==> src/rtl/meter_scheduler.sv <==
// Parking-meter time keeper: serialises button presses and 1 Hz ticks onto one remaining-time register and drives a blink enable.
// Latency: an isolated input rising edge updates timeRemain 4 clk edges after it is first sampled high (sync x2, pend, grant).
// Backpressure: none upstream; simultaneous requests queue in per-source pending bits and are granted one per cycle by fixed priority.
//
// Ports:
//   clk, rst_n            - core clock, asynchronous active-low reset
//   clk1HZ, clk20HZ       - slow async square waves (decrement tick, blink time base)
//   Add10..Add550,
//   Reset10, Reset205     - async debounced button levels
//   timeRemain [13:0]     - remaining seconds (registered)
//   disp_on               - display enable for blinking (registered)
//   mstate [1:0]          - NORMAL=0, LOW=1, EXPIRED=2 (decoded from timeRemain)
//   served [6:0]          - one-hot grant pulse: R205, R10, tick, A550, A200, A180, A10
module meter_scheduler #(
    parameter int MAX_TIME   = 9999,
    parameter int LOW_THRESH = 180
) (
    input  logic        clk,
    input  logic        rst_n,
    input  logic        clk1HZ,
    input  logic        clk20HZ,
    input  logic        Add10,
    input  logic        Add180,
    input  logic        Add200,
    input  logic        Add550,
    input  logic        Reset10,
    input  logic        Reset205,
    output logic [13:0] timeRemain,
    output logic        disp_on,
    output logic [1:0]  mstate,
    output logic [6:0]  served
);

    typedef enum logic [1:0] {
        ST_NORMAL  = 2'd0,
        ST_LOW     = 2'd1,
        ST_EXPIRED = 2'd2
    } mstate_t;

    localparam logic [14:0] MAX15 = 15'(MAX_TIME);
    localparam logic [13:0] LOW_T = 14'(LOW_THRESH);

    // Bits 6:0 line up with the served/pending bit order; bit 7 is the blink base.
    logic [7:0] async_in;
    assign async_in = {clk20HZ, Reset205, Reset10, clk1HZ, Add550, Add200, Add180, Add10};

    logic [7:0]  sync1_q, sync1_d;
    logic [7:0]  sync2_q, sync2_d;
    logic [7:0]  sync3_q, sync3_d;
    logic [1:0]  warm_q, warm_d;
    logic [7:0]  rise;

    logic [6:0]  pend_q, pend_d;
    logic [6:0]  grant;
    logic [6:0]  served_q, served_d;
    logic [13:0] time_remain_q, time_remain_d;
    logic [14:0] add_k;
    logic [14:0] sum15;

    mstate_t     mst;
    mstate_t     prev_q, prev_d;
    logic [4:0]  cnt_q, cnt_d;
    logic [4:0]  limit;
    logic        disp_q, disp_d;

    // Synchroniser plus edge flop. For the first two cycles after reset the
    // edge flop loads the same value as sync2, so levels already high when
    // reset releases never look like rising edges.
    always_comb begin
        sync1_d = async_in;
        sync2_d = sync1_q;
        sync3_d = (warm_q == 2'd2) ? sync2_q : sync1_q;
        warm_d  = (warm_q == 2'd2) ? 2'd2 : warm_q + 2'd1;
    end

    assign rise = sync2_q & ~sync3_q;

    // Fixed-priority grant: highest bit index wins.
    always_comb begin
        logic found;
        grant = '0;
        found = 1'b0;
        for (int i = 6; i >= 0; i--) begin
            if (pend_q[i] && !found) begin
                grant[i] = 1'b1;
                found    = 1'b1;
            end
        end
    end

    // Clear the granted bit first, then OR in new edges: a press arriving in
    // its own grant cycle stays pending instead of being swallowed.
    always_comb begin
        pend_d   = (pend_q & ~grant) | rise[6:0];
        served_d = grant;
    end

    always_comb begin
        add_k = 15'd0;
        if (grant[3]) add_k = 15'd550;
        if (grant[2]) add_k = 15'd200;
        if (grant[1]) add_k = 15'd180;
        if (grant[0]) add_k = 15'd10;
        // One bit wider than the register so a near-ceiling add cannot wrap.
        sum15 = {1'b0, time_remain_q} + add_k;

        time_remain_d = time_remain_q;
        if (grant[6]) begin
            time_remain_d = 14'd205;
        end else if (grant[5]) begin
            time_remain_d = 14'd10;
        end else if (grant[4]) begin
            time_remain_d = (time_remain_q != 14'd0) ? time_remain_q - 14'd1 : 14'd0;
        end else if (|grant[3:0]) begin
            time_remain_d = (sum15 > MAX15) ? MAX15[13:0] : sum15[13:0];
        end
    end

    always_comb begin
        if (time_remain_q == 14'd0) begin
            mst = ST_EXPIRED;
        end else if (time_remain_q < LOW_T) begin
            mst = ST_LOW;
        end else begin
            mst = ST_NORMAL;
        end
    end

    // Blink: count 20 Hz edges, toggle and restart at 20 (LOW) or 10 (EXPIRED).
    // Any state change restarts the pattern with the display on.
    always_comb begin
        prev_d = mst;
        cnt_d  = cnt_q;
        disp_d = disp_q;
        limit  = (mst == ST_LOW) ? 5'd20 : 5'd10;
        if (mst != prev_q) begin
            disp_d = 1'b1;
            cnt_d  = 5'd0;
        end else if (mst == ST_NORMAL) begin
            disp_d = 1'b1;
            cnt_d  = 5'd0;
        end else if (rise[7]) begin
            if (cnt_q + 5'd1 == limit) begin
                disp_d = ~disp_q;
                cnt_d  = 5'd0;
            end else begin
                cnt_d  = cnt_q + 5'd1;
            end
        end
    end

    always_ff @(posedge clk or negedge rst_n) begin
        if (!rst_n) begin
            sync1_q       <= '0;
            sync2_q       <= '0;
            sync3_q       <= '0;
            warm_q        <= 2'd0;
            pend_q        <= '0;
            served_q      <= '0;
            time_remain_q <= '0;
            cnt_q         <= '0;
            prev_q        <= ST_NORMAL;
            disp_q        <= 1'b1;
        end else begin
            sync1_q       <= sync1_d;
            sync2_q       <= sync2_d;
            sync3_q       <= sync3_d;
            warm_q        <= warm_d;
            pend_q        <= pend_d;
            served_q      <= served_d;
            time_remain_q <= time_remain_d;
            cnt_q         <= cnt_d;
            prev_q        <= prev_d;
            disp_q        <= disp_d;
        end
    end

    assign timeRemain = time_remain_q;
    assign disp_on    = disp_q;
    assign mstate     = mst;
    assign served     = served_q;

endmodule
==> config.mk <==
export PLATFORM = sky130hd
export DESIGN_NAME = meter_scheduler
export DESIGN_NICKNAME = d
export VERILOG_FILES = /design/src/rtl/meter_scheduler.sv
export SDC_FILE = /design/constraint.sdc
export NUM_CORES = 1
export LEC_CHECK = 0
export ABC_AREA = 1
export BUFFER_PORTS_ARGS = -buffer_cell sky130_fd_sc_hd__buf_2
export CAP_MARGIN = 20
export CORE_MARGIN = 3
export CORE_UTILIZATION = 35
export CTS_CLUSTER_DIAMETER = 100
export DETAILED_ROUTE_END_ITERATION = 12
export PLACE_DENSITY = 0.54
export SKIP_CTS_REPAIR_TIMING = 1
export SLEW_MARGIN = 0
export SYNTH_ARGS = -nofsm -noshare
export SYNTH_HDL_FRONTEND = slang
export SYNTH_SLANG_ARGS = --single-unit
==> constraint.sdc <==
create_clock -name clk -period 4.4 [get_ports clk]
set_input_delay 0.44 -clock clk [delete_from_list [all_inputs] [get_ports clk]]
set_output_delay 0.44 -clock clk [all_outputs]
set_load 0.005 [all_outputs]
==> results.cfg <==
[pwr]
finalPower_mw = 1.881
p_leak_nw = 2.121
vdd_drop_max_mv = 0.2326
p_per_area_mw_per_mm2 = 451.6

[logic_synthesis]
ys_seq_area_share_pct = 42.40
async_flop_share_pct = 100.0
synth_edf_count = 0
synth_top_area_share_pct = 41.68
yosysTopAreaCell = dfrtp_1
synth_area_per_cell_um2 = 7.776
synth.distinct_cells = 41
synth_area_leaders = dfrtp_1 42%, nand2_1 9.6%, inv_1 6.7%, nor2_1 5.5%, nand3_1 4.4%
synth_area_mm2 = 0.003662
synthFlopType = dfrtp_1
syn_inst = 471
synth_seq_cells = 62
syn_nets = 494
yosysWarnings = 0
yosys-top-cells-count = 94 x nand2_1, 65 x inv_1, 61 x dfrtp_1
yosysMostFrequentCell = nand2_1

[timing]
slew_headroom_pct = 48.61
clock-skew-final_ps = 13.14
setup_tns_ps = 0
rsz0062_at_grt = false
layout_min_cycle_time_ps = 3658
setup_viol = 0
worst_slack_ps = 741.7
hold_slack_ps = 213.7
worstMarginPinSlew_ps = 770.9
finalCritPeriodShare_pct = 83.14
hold_viol_final = 0
drv_slew = 0
fmax_mhz = 273.3

[clock_tree]
clock_latency_ps = 330
clockBufferDepth = 2
cts_htree_levels = 3
cts.sinks = 62
cts_root_buf = clkbuf_8
tritoncts = done
numCtsBuffers = 9
clk_pin_slew_ps = 70

[run_status]
status = complete, no violations

[placed_design]
pre_cts_slack_ps = 745.5
place_hpwl_um = 6884
detailed_place.area_mm2 = 0.003963
numPortBuffers = 33
gp_congestion = 0.8954

[global_routing]
grt_overflow = 0
grt_first_pass_wirelength_um = 15000
grt_max_degree = 63
grtUsageTotal_pct = 16.29
first_global_vias = 3108
antenna_found_initial = 0

[floorplan]
chipHeight_um = 108.3
fp-row-count = 36
core_region_area_mm2 = 0.009955
die_w_um = 108.3
io_pins = 34
die_area_mm2 = 0.01173
start_util_pct = 36.79

[finish]
finalInstanceArea_mm2 = 0.004164
syn_to_final_growth_pct = 13.70
nNetsFinal = 533
final_layout_size_suffix_gt1_share_pct = 18.64
fillCellCount = 1020
num_antenna_cells = 0

[worst_setup_path]
crit_path_start = pend_q[6]
crit_slowest_cell = dfrtp_1
worst_setup_path_end_kind = flip-flop
crit_top_cell = nand2_1
arrival_ps = 3870
slowest_delay_ps = 420
critPathRequiredTime_ps = 4610
critPathLaunchType = flip-flop
critPathMaxFanout = 5
rr_startpoint = pend_q[6]
worstSetupPathType = reg2reg

[drt]
drtPass1Iterations = 5
drc = 0
drt_iter0_drc = 194
routed_wl_um = 8679
antenna_left = 0
vias = 3071
wl_per_cell_um = 13.39
viasPerCell = 4.739

[hold_path]
min_path_type = in2reg
hp-start = clk20HZ

[job]
maxCapViolCount = 0
## metrics by stage
stage / instances / util (%)
final: 648 / 41.83
after global routing: 648 / 41.83
after CTS: 648 / 41.83
after detailed placement: 632 / 39.81
after global placement: 632 / 39.81
after floorplan: 471 / -
## cells by family after synthesis
kind of cell | synth area share (%)
AND/OR/NAND/NOR | 29.55
buffers and inverters | 9.361
AO/OA/AOI/OAI | 10.18
flip-flops | 42.40
XOR/XNOR | 3.587
adder cells (fa/ha/maj) | 4.646
multiplexers | 0.2733
## final cells by class
type / count / area, µm² / share of cell area (%)
timing repair buffer: 35 / 180.2 / 4.327
multi-input combinational: 323 / 1767 / 42.43
tap: 133 / 166.4 / 3.996
clock inverter: 3 / 42.54 / 1.022
inverter: 79 / 296.5 / 7.121
clock buffer: 13 / 158.9 / 3.816
sequential: 62 / 1553 / 37.29
## flip-flops by register name (all words and copies together) (netlist names)
| signal | count |
|---|---|
| disp_on | 1 |
| sync2_q | 8 |
| prev_q | 2 |
| timeRemain | 14 |
| pend_q | 7 |
| sync3_q | 8 |
| warm_q | 2 |
| served | 7 |
| cnt_q | 5 |
| sync1_q | 8 |
## path summary, 6_finish.rpt
kind | to | slack (ps) | depth (start not counted)
max in group asynchronous | sync2_q[0] | 3620 | 2
min in group asynchronous | cnt_q[0] | 270 | 2
hold reg to reg | sync2_q[1] | 380 | 0
setup / recovery | timeRemain[0] | 740 | 28
setup reg to reg | timeRemain[0] | 740 | 28
hold / removal | sync1_q[7] | 210 | 1
## power by group
group          internal, mW  switching, mW  leakage [nW]
sequential            0.632         0.0926         0.758
combinational         0.235          0.417          1.26
clock                 0.292          0.212        0.0996
## cells in the final DEF (no fill, tap or decap), drive strengths merged
cell / instances
a21boi: 1
a21oi: 21
a221oi: 1
a22oi: 1
a31oi: 2
buf: 35
bufinv: 1
clkbuf: 13
clkinv: 3
clkinvlp: 1
dfrtp: 61
dfstp: 1
fa: 1
ha: 12
inv: 77
mux2i: 1
nand2: 107
nand3: 40
nand3b: 2
nand4: 9
nor2: 63
nor3: 8
o211ai: 1
o21a: 2
o21ai: 26
o22ai: 7
o31ai: 2
o41ai: 1
xnor2: 3
xor2: 12
## metal layers
layer  routed length, µm  track usage (%)  part of all wire, %  up-vias
li1                    -                -                    -     1597
met1                4132            21.83                   48     1404
met2                4057            26.33                   47       55
met3                 321            3.104                  3.7       15
met4                 168            5.771                  1.9        0
met5                   0                0                    0        -
## critical path, delay by kind of cell (launching register included)
kind | cells | cell delay (ps)
simple gates | 21 | 2240
buf+inv | 4 | 340
compound gates | 1 | 50
fa+ha+maj | 2 | 470
flops | 1 | 420
Note: power is estimated with default switching activity, not from simulation.
